--- src/rtl/dp_pkg.sv ---
// Shared types for the parametrised datapath.
// Opcode, shift, writeback-source and sequencer encodings plus status bit positions.
package dp_pkg;

    typedef enum logic [1:0] {
        ALU_ADD = 2'b00,
        ALU_SUB = 2'b01,
        ALU_AND = 2'b10,
        ALU_MVN = 2'b11
    } alu_op_e;

    typedef enum logic [1:0] {
        SH_NONE = 2'b00,
        SH_LSL1 = 2'b01,
        SH_LSR1 = 2'b10,
        SH_ASR1 = 2'b11
    } shift_e;

    typedef enum logic [1:0] {
        VS_C     = 2'b00,
        VS_PC    = 2'b01,
        VS_IMM8  = 2'b10,
        VS_MDATA = 2'b11
    } vsel_e;

    typedef enum logic [2:0] {
        S_IDLE = 3'd0,
        S_LDA  = 3'd1,
        S_LDB  = 3'd2,
        S_EXEC = 3'd3,
        S_WB   = 3'd4
    } state_e;

    localparam int ST_Z = 0;
    localparam int ST_N = 1;
    localparam int ST_V = 2;

endpackage

--- src/rtl/dp_regfile.sv ---
// Register file: one synchronous write port, one asynchronous read port.
// Synchronous reset clears every entry.
module dp_regfile #(
    parameter  int WIDTH = 16,
    parameter  int NREGS = 8,
    localparam int RW    = $clog2(NREGS)
) (
    input  logic             clk,
    input  logic             reset,
    input  logic             we,
    input  logic [RW-1:0]    waddr,
    input  logic [WIDTH-1:0] wdata,
    input  logic [RW-1:0]    raddr,
    output logic [WIDTH-1:0] rdata
);

    logic [WIDTH-1:0] mem [NREGS];

    // Write port; reset wipes all entries so no stale data survives.
    always_ff @(posedge clk) begin
        if (reset) begin
            for (int i = 0; i < NREGS; i++) begin
                mem[i] <= '0;
            end
        end else if (we) begin
            mem[waddr] <= wdata;
        end
    end

    assign rdata = mem[raddr];

endmodule

--- src/rtl/param_datapath.sv ---
// Parametrised datapath with an internal sequencer: one start runs a
// whole instruction (read A, read B, execute, write back).
module param_datapath
    import dp_pkg::*;
#(
    parameter  int WIDTH = 16,
    parameter  int NREGS = 8,
    parameter  int PC_W  = 8,
    localparam int RW    = $clog2(NREGS)
) (
    input  logic             clk,
    input  logic             reset,
    input  logic             start,
    input  logic [RW-1:0]    rn,
    input  logic [RW-1:0]    rm,
    input  logic [RW-1:0]    rd,
    input  logic [1:0]       alu_op,
    input  logic [1:0]       shift,
    input  logic             asel,
    input  logic             bsel,
    input  logic [1:0]       vsel,
    input  logic             wb_en,
    input  logic             ld_st,
    input  logic [WIDTH-1:0] sximm5,
    input  logic [WIDTH-1:0] sximm8,
    input  logic [WIDTH-1:0] mdata,
    input  logic [PC_W-1:0]  pc,
    output logic             busy,
    output logic             done,
    output logic [WIDTH-1:0] datapath_out,
    output logic [WIDTH-1:0] a_out,
    output logic [WIDTH-1:0] b_out,
    output logic [2:0]       status
);

    localparam int M = WIDTH - 1;

    state_e           state;
    logic [RW-1:0]    rn_q, rm_q, rd_q;
    alu_op_e          op_q;
    shift_e           sh_q;
    vsel_e            vs_q;
    logic             asel_q, bsel_q, wb_q, ls_q;
    logic [WIDTH-1:0] a_reg, b_reg, c_reg;
    logic [2:0]       st_reg;

    logic [RW-1:0]    raddr;
    logic [WIDTH-1:0] rdata, wdata;
    logic [WIDTH-1:0] sout, ain, bin, sum, diff, res;
    logic             ovf, we;

    assign raddr = (state == S_LDA) ? rn_q : rm_q;
    assign we    = (state == S_WB);

    dp_regfile #(
        .WIDTH (WIDTH),
        .NREGS (NREGS)
    ) u_rf (
        .clk   (clk),
        .reset (reset),
        .we    (we),
        .waddr (rd_q),
        .wdata (wdata),
        .raddr (raddr),
        .rdata (rdata)
    );

    // Shifter on the B register path.
    always_comb begin
        sout = b_reg;
        unique case (sh_q)
            SH_NONE: sout = b_reg;
            SH_LSL1: sout = {b_reg[M-1:0], 1'b0};
            SH_LSR1: sout = {1'b0, b_reg[M:1]};
            SH_ASR1: sout = {b_reg[M], b_reg[M:1]};
        endcase
    end

    assign ain  = asel_q ? '0 : a_reg;
    assign bin  = bsel_q ? sximm5 : sout;
    assign sum  = ain + bin;
    assign diff = ain - bin;

    // ALU result and signed overflow; logic ops never overflow.
    always_comb begin
        res = sum;
        ovf = 1'b0;
        unique case (op_q)
            ALU_ADD: begin
                res = sum;
                ovf = (ain[M] == bin[M]) && (sum[M] != ain[M]);
            end
            ALU_SUB: begin
                res = diff;
                ovf = (ain[M] != bin[M]) && (diff[M] != ain[M]);
            end
            ALU_AND: res = ain & bin;
            ALU_MVN: res = ~bin;
        endcase
    end

    // Writeback source; immediates and memory data are taken live.
    always_comb begin
        wdata = c_reg;
        unique case (vs_q)
            VS_C:     wdata = c_reg;
            VS_PC:    wdata = WIDTH'(pc);
            VS_IMM8:  wdata = sximm8;
            VS_MDATA: wdata = mdata;
        endcase
    end

    // Sequencer: latches the instruction and steps through the pipeline.
    always_ff @(posedge clk) begin
        if (reset) begin
            state  <= S_IDLE;
            busy   <= 1'b0;
            done   <= 1'b0;
            a_reg  <= '0;
            b_reg  <= '0;
            c_reg  <= '0;
            st_reg <= '0;
            rn_q   <= '0;
            rm_q   <= '0;
            rd_q   <= '0;
            op_q   <= ALU_ADD;
            sh_q   <= SH_NONE;
            vs_q   <= VS_C;
            asel_q <= 1'b0;
            bsel_q <= 1'b0;
            wb_q   <= 1'b0;
            ls_q   <= 1'b0;
        end else begin
            done <= 1'b0;
            unique case (state)
                S_IDLE: begin
                    if (start) begin
                        rn_q   <= rn;
                        rm_q   <= rm;
                        rd_q   <= rd;
                        op_q   <= alu_op_e'(alu_op);
                        sh_q   <= shift_e'(shift);
                        vs_q   <= vsel_e'(vsel);
                        asel_q <= asel;
                        bsel_q <= bsel;
                        wb_q   <= wb_en;
                        ls_q   <= ld_st;
                        if (vsel_e'(vsel) != VS_C) begin
                            if (wb_en) begin
                                state <= S_WB;
                                busy  <= 1'b1;
                            end else begin
                                done  <= 1'b1;
                            end
                        end else begin
                            state <= S_LDA;
                            busy  <= 1'b1;
                        end
                    end
                end
                S_LDA: begin
                    a_reg <= rdata;
                    state <= S_LDB;
                end
                S_LDB: begin
                    b_reg <= rdata;
                    state <= S_EXEC;
                end
                S_EXEC: begin
                    c_reg <= res;
                    if (ls_q) begin
                        st_reg[ST_V] <= ovf;
                        st_reg[ST_N] <= res[M];
                        st_reg[ST_Z] <= (res == '0);
                    end
                    if (wb_q) begin
                        state <= S_WB;
                    end else begin
                        state <= S_IDLE;
                        busy  <= 1'b0;
                        done  <= 1'b1;
                    end
                end
                S_WB: begin
                    state <= S_IDLE;
                    busy  <= 1'b0;
                    done  <= 1'b1;
                end
                default: begin
                    state <= S_IDLE;
                    busy  <= 1'b0;
                end
            endcase
        end
    end

    assign datapath_out = c_reg;
    assign a_out        = a_reg;
    assign b_out        = b_reg;
    assign status       = st_reg;

endmodule
--- config.mk ---
export PLATFORM = sky130hd
export DESIGN_NAME = param_datapath
export DESIGN_NICKNAME = d
export VERILOG_FILES = /design/src/rtl/dp_pkg.sv /design/src/rtl/dp_regfile.sv /design/src/rtl/param_datapath.sv
export SDC_FILE = /design/constraint.sdc
export NUM_CORES = 1
export LEC_CHECK = 0
export ABC_AREA = 1
export CORE_AREA = 2 2 160 147
export CTS_CLUSTER_DIAMETER = 30
export CTS_CLUSTER_SIZE = 24
export DETAILED_ROUTE_END_ITERATION = 16
export DIE_AREA = 0 0 162 149
export MAX_ROUTING_LAYER = met4
export PLACE_DENSITY = 0.76
export REMOVE_ABC_BUFFERS = 1
export SYNTH_ARGS = -nofsm -noshare
export SYNTH_HDL_FRONTEND = slang
export SYNTH_SLANG_ARGS = --single-unit
--- constraint.sdc ---
create_clock -name clk -period 2.75 [get_ports clk]
set_input_delay 0.275 -clock clk [delete_from_list [all_inputs] [get_ports clk]]
set_output_delay 0.275 -clock clk [all_outputs]
set_load 0.01 [all_outputs]
* Word level (Yosys, flattened, before mapping) *
Memories as Yosys holds them, arrays and structs flattened.
Index checks and enable logic that the tools add are counted.
W data, S select, Z words.

storage, ports and cells
  output and inout port bits = 53
  bits in writable memories = 128
  register bits = 75
  memories = 1

operators by class
  add/sub/neg operators = 2
  mux-type cells = 30
  reductions and logical operators = 14
  eq/ne operators = 20
  bitwise logic cells = 3

memory list
  name      depth  width  read ports  clocked after Yosys merged registers in  wr ports  line              RTL
  u_rf.mem  8      16     1           0                                        8         dp_regfile.sv:17  logic [WIDTH-1:0] mem [NREGS];

operators by type and width
  operator              count
  $pmux W16 S4          3
  $mux W16              3
  $mux W3               6
  $add A16 B16 Y16      1
  $and A16 B16 Y16      1
  $logic_not A16 Y1     1
  $not A16 Y16          1
  $reduce_or A16 Y1     1
  $sub A16 B16 Y16      1
  $mux W1               14
  $eq A2 B2 Y1 const B  6
  $pmux W3 S4           1
  $eq A2 B1 Y1 const B  3
  $eq A3 B2 Y1 const B  2
  $logic_not A2 Y1      3
  $pmux W1 S3           2
  $reduce_and A2 Y1     3
  $ne A2 B2 Y1 const B  2
  $reduce_and A4 Y1     1
  $eq A3 B1 Y1 const B  1
  $eq A3 B3 Y1 const B  1
  $logic_not A3 Y1      1
  $ne A1 B1 Y1          3
  $ne A3 B3 Y1 const B  1
  other kinds (6)       7

* Longest topological paths before layout *
Gate-level depths: netlist of run 1.

  word-level depth = 7
  gate-level depth with buffers = 24
  depth with buffers taken out = 22

* Hierarchy *
From an unflattened synthesis of run 1, not the netlist that was laid out.

unflattened totals
  cell total of the unflattened synthesis = 1730
  area total of the unflattened synthesis = 12298.0 um^2

by module, submodules not included
  module          area each (um^2)  instances  cells each
  dp_regfile      6316.1            1          734
  param_datapath  5982.0            1          996

* Least setup slack after synthesis of run 1 *
OpenSTA, ideal clock, no wires.

  kind = flip-flop to flip-flop
  start point = register sh_q[1]
  end point = register st_reg[0] (netlist: status[0])
  arrival time = 2.650 ns
  setup slack = 0.029 ns
  buffers on the path = 2
  cell stages (with the launch flop) = 24
  data required time = 2.680 ns
  library setup time = 0.070 ns
  cells stage by stage = dfxtp_1 -> clkbuf_2 -> nor2_1 -> buf_2 -> nand2_1 -> nand2_1 -> o21ai_1 -> inv_1 -> ha_1 -> inv_1 -> fa_1 -> nand2_1 -> nand2_1 -> nand3_1 -> nand2_1 -> nand2_1 -> nand3_1 -> nand3_1 -> nand2_1 -> nor2_1 -> nand2_1 -> nor2_1 -> nand3_1 -> a21oi_1

on the way
  word-level cells in the longest chain between the ends = 6

RTL lines
  item                                      line                   RTL
  start: declaration                        param_datapath.sv:41   shift_e sh_q;
  start signal: assignment                  param_datapath.sv:142  sh_q <= shift_e'(shift);
  $eq A2 B2 Y1 (tied with other cells)      param_datapath.sv:71   unique case (sh_q)
  $pmux W16 S4 (*)                          param_datapath.sv:71
  $mux W16 (*)                              param_datapath.sv:80   assign bin = bsel_q ? sximm5 : sout;
  $sub A16 B16 Y16 (tied with other cells)  param_datapath.sv:82   assign diff = ain - bin;
  $pmux W16 S4 (*)                          param_datapath.sv:88   unique case (op_q)
  $logic_not A16 Y1 (*)                     param_datapath.sv:174  st_reg[ST_Z] <= (res == '0);
  end signal: indexed assignment            param_datapath.sv:172  st_reg[ST_V] <= ovf;
  end signal: indexed assignment            param_datapath.sv:173  st_reg[ST_N] <= res[M];
  end signal: indexed assignment            param_datapath.sv:174
  end: declaration                          param_datapath.sv:45   logic [2:0] st_reg;

Mark *: on every way between the ends. The rest lies on a longest branch, timed or not.
A chain may end at the register's enable or synchronous reset.

* Worst setup path after layout of run 1 *
Same ends and word-level chain as after synthesis.

==> flow_summary.ini, run 1 <==
[worst_hold_path]
hp-start = rm[1]
hold_end = rm_q[1]$_SDFFE_PP0P_
hp-class = input pin to flip-flop
worstHoldPathCells = 3

[floorplan]
dieArea_um2 = 24100
start_util_pct = 49.7
die_w_um = 162
dieHeight_um = 149
row_count = 53
fp.coreArea_um2 = 22700
pin_count = 131

[clock_network]
cts-buffers-inserted = 38
root_buffer = clkbuf_16
cts.sinks = 203
cts_hold_buffers = 0
clk_pin_slew_ns = 0.05
clock_latency_ns = 0.52
cts_tree = built
h-tree-depth = 2
cts_buffer_depth = 3

[timing]
fin_skew_ns = 0.0185
max_freq_ghz = 0.342
tns_ns = -0.293
setup_viol = 4
finalHoldViolCount = 0
rsz0062_at_grt = yes
fin_ws_ns = -0.173
hold_ws_ns = 0.357
worstMarginPinSlew_ns = 0.948
final.min_clock_period_ns = 2.92
slew_headroom_pct = 36.7
drv_slew = 0
min_period_over_period_pct = 106

[routing]
avgRoutedWirePerCell_um = 19.9
firstDrtPassIters = 6
routed_wl_um = 41700
drtIter0Drc = 1359
via_per_inst = 5.71
num_vias = 12000
drc = 0
ant_nets = 0

[critical_path]
cpMaxStageDelayCell = dfxtp_4
reg2reg_slack_ns = -0.17
worst_r2r_path_depth = 20
path_buf_inv = 3
cp-start-kind = flip-flop
arrival_ns = 3.36
path_cells = inv_4 > nand2_4 > buf_6 > o211ai_1 > nand2_1 > ha_4 > buf_6 > nand2_1 > nand2_2 > nand2_1 > nand2_2 > a21oi_4 > nand2_2 > nand2_2 > a21oi_2 > nor2_2 > nand2_1 > nor2_2 > nand3_1 > a21oi_1
end_kind = flip-flop
max_stage_delay_ns = 0.38
cp_top_family = simple AND/OR/NAND/NOR gates
r2r-start = sh_q[1]$_SDFFE_PP0P_
cp.required_ns = 3.18
r2r_end = status[0]$_SDFFE_PP0P_
cp_max_fo = 6
path_class = flip-flop to flip-flop

[layout]
stdcell_count = 2092
final_layout_size_suffix_gt1_share_pct = 24.1
nets = 1872
insertedDiodeCount = 0
syn_to_final_growth_pct = 44.8
fillCellCount = 1816
multiInputGateArea_um2 = 5870
ff_latch_area_um2 = 5360

[synth]
muxShareOfSynthArea_pct = 0
post_synth_and_or_nand_nor_area_fraction_pct = 23.4
netlist_instances = 1469
synth.avg_cell_area_um2 = 7.68
synth_edf_count = 128
async_reset_ff_share_pct = 0
synth_adder_area_share_pct = 3.79
synthXorXnorAreaFrac_pct = 0.311
syn-cell-area_um2 = 11300
ys_ff_latch = 203
ys_seq_area_share_pct = 47.4
synth_compound_area_share_pct = 17.3
synth-main-ff-cell = edfxtp_1
ys_types = 37
yosysWarnings = 0
synth_top_family_by_area = simple AND/OR/NAND/NOR gates

[global_routing]
gr-total-overflow = 0
grtUsageTotal_pct = 35.1
grt_max_degree = 75
antenna_found_initial = 0
grt_pass1_vias = 11400
grt_pass1_wl_um = 63200

[placement]
dp_cells = 2004
port_buffers = 130
place_ws_ns = -0.495
gp_congestion = 0.976
hpwlAfterDp_um = 29000

[job]
cap_violations = 0

[run_status]
violations = setup timing
status = finished, violations left

[power_and_ir_drop]
powerDensity_nw_per_um2 = 727
power.leakage_uw = 0.00676
power_uw = 11900
ir_drop_mv = 0.471
registers in the layout, summed over array words and instances (netlist names):
name          count
ls_q              1
state             3
b_out            16
bsel_q            1
status            3
u_rf.mem        128
sh_q              2
a_out            16
vs_q              2
rm_q              3
wb_q              1
datapath_out     16
rd_q              3
rn_q              3
asel_q            1
busy              1
done              1
op_q              2
area by class of cell:
cell class                      instances  share of cell area [%]
Tap cell                              302                    2.31
Multi-Input combinational cell       1043                    35.9
Timing Repair Buffer                  323                    17.2
Sequential cell                       203                    32.8
Clock buffer                           46                    6.32
Clock inverter                         23                    1.72
Inverter                              152                    3.65
worst max path at each step:
stage	startpoint	end	slack [ns]	cells past startpoint
2_1_floorplan	state[2]$_SDFFE_PP0P_	b_out[14]$_SDFFE_PP0N_	-1.77	7
3_3_place_gp	sh_q[0]$_SDFFE_PP0P_	status[0]$_SDFFE_PP0P_	-0.55	21
3_5_place_dp	sh_q[1]$_SDFFE_PP0P_	status[0]$_SDFFE_PP0P_	-0.50	19
4_1_cts	sh_q[1]$_SDFFE_PP0P_	status[0]$_SDFFE_PP0P_	-0.05	20
5_1_grt	sh_q[1]$_SDFFE_PP0P_	status[0]$_SDFFE_PP0P_	-0.28	22
6_report	sh_q[1]$_SDFFE_PP0P_	status[0]$_SDFFE_PP0P_	-0.17	20
synthesized netlist by cell type (6+ instances only):
library cell | n | area share (%)
ha_1 | 31 | 3.4
a221oi_1 | 10 | 0.78
inv_1 | 143 | 4.8
nand4_1 | 9 | 0.50
nor2_1 | 292 | 9.7
o21ai_0 | 108 | 4.8
a22o_1 | 9 | 0.70
a21oi_1 | 115 | 5.1
dfxtp_1 | 75 | 13
buf_2 | 21 | 0.93
nand3_1 | 80 | 3.6
o211ai_1 | 9 | 0.60
o21ai_1 | 55 | 2.4
clkbuf_1 | 44 | 1.5
o22ai_1 | 17 | 0.94
inv_2 | 6 | 0.20
nand2_1 | 261 | 8.7
o221ai_1 | 19 | 1.5
edfxtp_1 | 128 | 34
worst register-to-register path, cell delays in order, from the launching register on:
cell	delay [ns]
dfxtp_4	0.38
inv_4	0.08
nand2_4	0.07
buf_6	0.12
o211ai_1	0.29
nand2_1	0.18
ha_4	0.33
buf_6	0.14
nand2_1	0.06
nand2_2	0.08
nand2_1	0.10
nand2_2	0.09
a21oi_4	0.19
nand2_2	0.07
nand2_2	0.06
a21oi_2	0.05
nor2_2	0.14
nand2_1	0.08
nor2_2	0.11
nand3_1	0.09
a21oi_1	0.13
cells in the final DEF (no fill, tap or decap), drive strengths merged:
cell type	Yosys	layout
nor2	293	293
nand2	263	263
buf	25	193
o21ai	165	165
inv	149	151
clkdlybuf4s50	0	130
edfxtp	128	128
a21oi	115	115
nand3	80	80
dfxtp	75	75
clkbuf	46	46
ha	31	31
o221ai	19	19
o22ai	17	17
clkinv	3	17
a221oi	10	10
o211ai	9	9
a22o	9	9
nand4	9	9
nor3	7	7
bufinv	0	4
a31oi	3	3
xor2	3	3
clkinvlp	0	3
and2	3	3
fa	2	2
o21bai	1	1
and3	1	1
a311oi	1	1
xnor2	1	1
or2	1	1
report_power, final:
part,internal [µW],leakage (µW),total [µW],switching (µW)
registers,3380,0.00193,3480,95.9
clock network,3080,0.000635,4700,1630
logic,1540,0.00419,3680,2140
what timing repair did:
item	CTS	global route
gates resized for setup	164	68
buffers inserted	16	5
setup endpoints to repair	14	16
cloned	1	0
pin swaps	62	31
kinds of logic after synthesis:
family	after synthesis
xor+xnor	4
simple gates	657
buf+inv	223
flops	203
fa+ha+maj	33
compound gates	349
metal layers:
layer,track usage (%),up-vias,share of wire (%)
met1,48.9,5580,42
met3,5.50,116,11
met5,-,-,0
li1,-,5533,-
met4,13.5,0,3.8
met2,51.9,726,44
through the flow:
stage          area (µm²)  utilization, %
6_report            16300            72.0
5_1_grt             16300            72.0
4_1_cts             16100            70.8
3_5_place_dp        14000            61.6
3_3_place_gp        14000            61.6
2_1_floorplan       11000               -
Power figures use the tool's default switching activity.
==> run 2, diff against run 1 <==
CORE_AREA = 2 2 147 134   (was 2 2 160 147)
DIE_AREA = 0 0 149 136   (was 0 0 162 149)
PLACE_DENSITY = 0.85   (was 0.76)
clock period = 3.55 ns   (was 2.75 ns; I/O delays follow)
==> flow_summary.ini, run 2 (synthesis gave the netlist of run 1 again) <==
[layout]
nets = 1715
largest_reg_flops = 128
fillCellCount = 1377
regMostFlops = u_rf.mem
insertedDiodeCount = 0
final_cell_mix = nor2_1, nand2_1, inv_1, clkdlybuf4s50_1, edfxtp_1
post-route-util_pct = 74.6
final_layout_size_suffix_gt1_share_pct = 6.87
syn_to_final_growth_pct = 24.8
layout_commonest_cell = nor2_1

[routing]
ant_nets = 0
via_per_inst = 6.08
firstDrtPassIters = 6
routed_wl_um = 38300
num_vias = 11400
avgRoutedWirePerCell_um = 20.4
drc = 0
drtIter0Drc = 1554

[placement]
gp_congestion = 1.03
port_buffers = 130
place_ws_ns = 0.368
hpwlAfterDp_um = 26600

[timing]
min_period_over_period_pct = 92.5
final.min_clock_period_ns = 3.29
worstMarginPinSlew_ns = 1.30
rsz0062_at_grt = no
max_freq_ghz = 0.304
slew_headroom_pct = 13.6
setup_viol = 0
finalHoldViolCount = 0
fin_skew_ns = 0.0182
drv_slew = 0
fin_ws_ns = 0.265

[floorplan]
row_count = 48
dieArea_um2 = 20300
start_util_pct = 59.8
fp.coreArea_um2 = 18900
pin_count = 131
dieHeight_um = 136
die_w_um = 149

[job]
cap_violations = 0

[critical_path]
r2r-start = sh_q[1]$_SDFFE_PP0P_
cp.required_ns = 3.98
path_cells = inv_1 > nand2_2 > o211ai_1 > nand2_1 > ha_1 > nor2_1 > and2_1 > nand3_1 > nand3_1 > nand2_1 > nand3_1 > nand2_1 > nor2_1 > nand2_1 > nor2_1 > nand3_1 > a21oi_1
cp_max_fo = 10
cp_top_family = simple AND/OR/NAND/NOR gates
cp-start-kind = flip-flop
reg2reg_slack_ns = 0.26
max_stage_delay_ns = 0.43
end_kind = flip-flop
crit_start = sh_q[1]$_SDFFE_PP0P_
cpMaxStageDelayCell = ha_1
path_class = flip-flop to flip-flop
path_buf_inv = 1
arrival_ns = 3.72

[power_and_ir_drop]
powerDensity_nw_per_um2 = 561
ir_drop_mv = 0.565
power.leakage_uw = 0.00578

[global_routing]
grtUsageTotal_pct = 38.9
gr-total-overflow = 0
antenna_found_initial = 0
grt_pass1_vias = 10700
grt_max_degree = 67
grt_pass1_wl_um = 58300

[worst_hold_path]
hp-class = input pin to flip-flop
hp-start = rm[2]

[run_status]
status = completed

[clock_network]
cts.sinks = 203
postCtsSetupBuffers = 0
root_buffer = clkbuf_16
cts_tree = built
cts-buffers-inserted = 35
clk_pin_slew_ns = 0.05
cts_hold_buffers = 0
clock_latency_ns = 0.52
h-tree-depth = 2
cts_buffer_depth = 3
-- run 2: tightest hold or removal path, stage by stage --
cell and delay, ns:
clkdlybuf4s50_1 0.41, nor2_1 0.10, nor2_1 0.05
-- run 2: final timing paths --
kind / endpoint / cells past startpoint
worst min-delay path: rm_q[2]$_SDFFE_PP0P_ / 3
worst min register to register: wb_q$_SDFFE_PP0P_ / 2
worst max register to register: status[0]$_SDFFE_PP0P_ / 17
worst max-delay path: status[0]$_SDFFE_PP0P_ / 17
-- run 2: metrics by stage --
stage               power (µW)  cell area (µm²)  hold WS (ns)  setup TNS [ns]  std cells
floorplan                 3860            11000         0.424          -28.73       1398
global placement          4580            12900         0.458               0       1817
detailed placement        4600            12900         0.469               0       1817
CTS                       7840            14100         0.423               0       1880
global route              8180            14100         0.441               0       1880
finish                    7890            14100         0.439               0       1880
-- run 2: final cells by class --
| type | count | area [µm²] | area share, % |
|---|---|---|---|
| tap | 250 | 313 | 2.22 |
| inverter | 152 | 571 | 4.06 |
| clock inverter | 22 | 251 | 1.79 |
| timing repair buffer | 169 | 1610 | 11.4 |
| sequential | 203 | 5350 | 38.0 |
| clock buffer | 41 | 908 | 6.46 |
| multi-input combinational | 1043 | 5070 | 36.1 |
-- run 2: repair_timing --
action                                  4_1_cts  5_1_grt
gates resized for setup                       0        1
endpoints found under the hold margin         0        0
endpoints found under the setup margin        0        1
-- run 2: report_power, final --
part | leakage, µW | internal (µW) | switching [µW] | total, µW
clock | 0.000548 | 2030 | 1230 | 3260
combinational | 0.00330 | 621 | 1300 | 1930
sequential | 0.00193 | 2620 | 82.6 | 2700
total | 0.00578 | 5270 | 2620 | 7890
-- run 2: per-layer routing --
metal,global-route usage (%),wire [µm],vias up
met5,-,0,-
met4,15.7,1380,0
met3,5.74,4780,112
met2,57.9,16900,850
met1,54.1,15200,5253
li1,-,-,5218
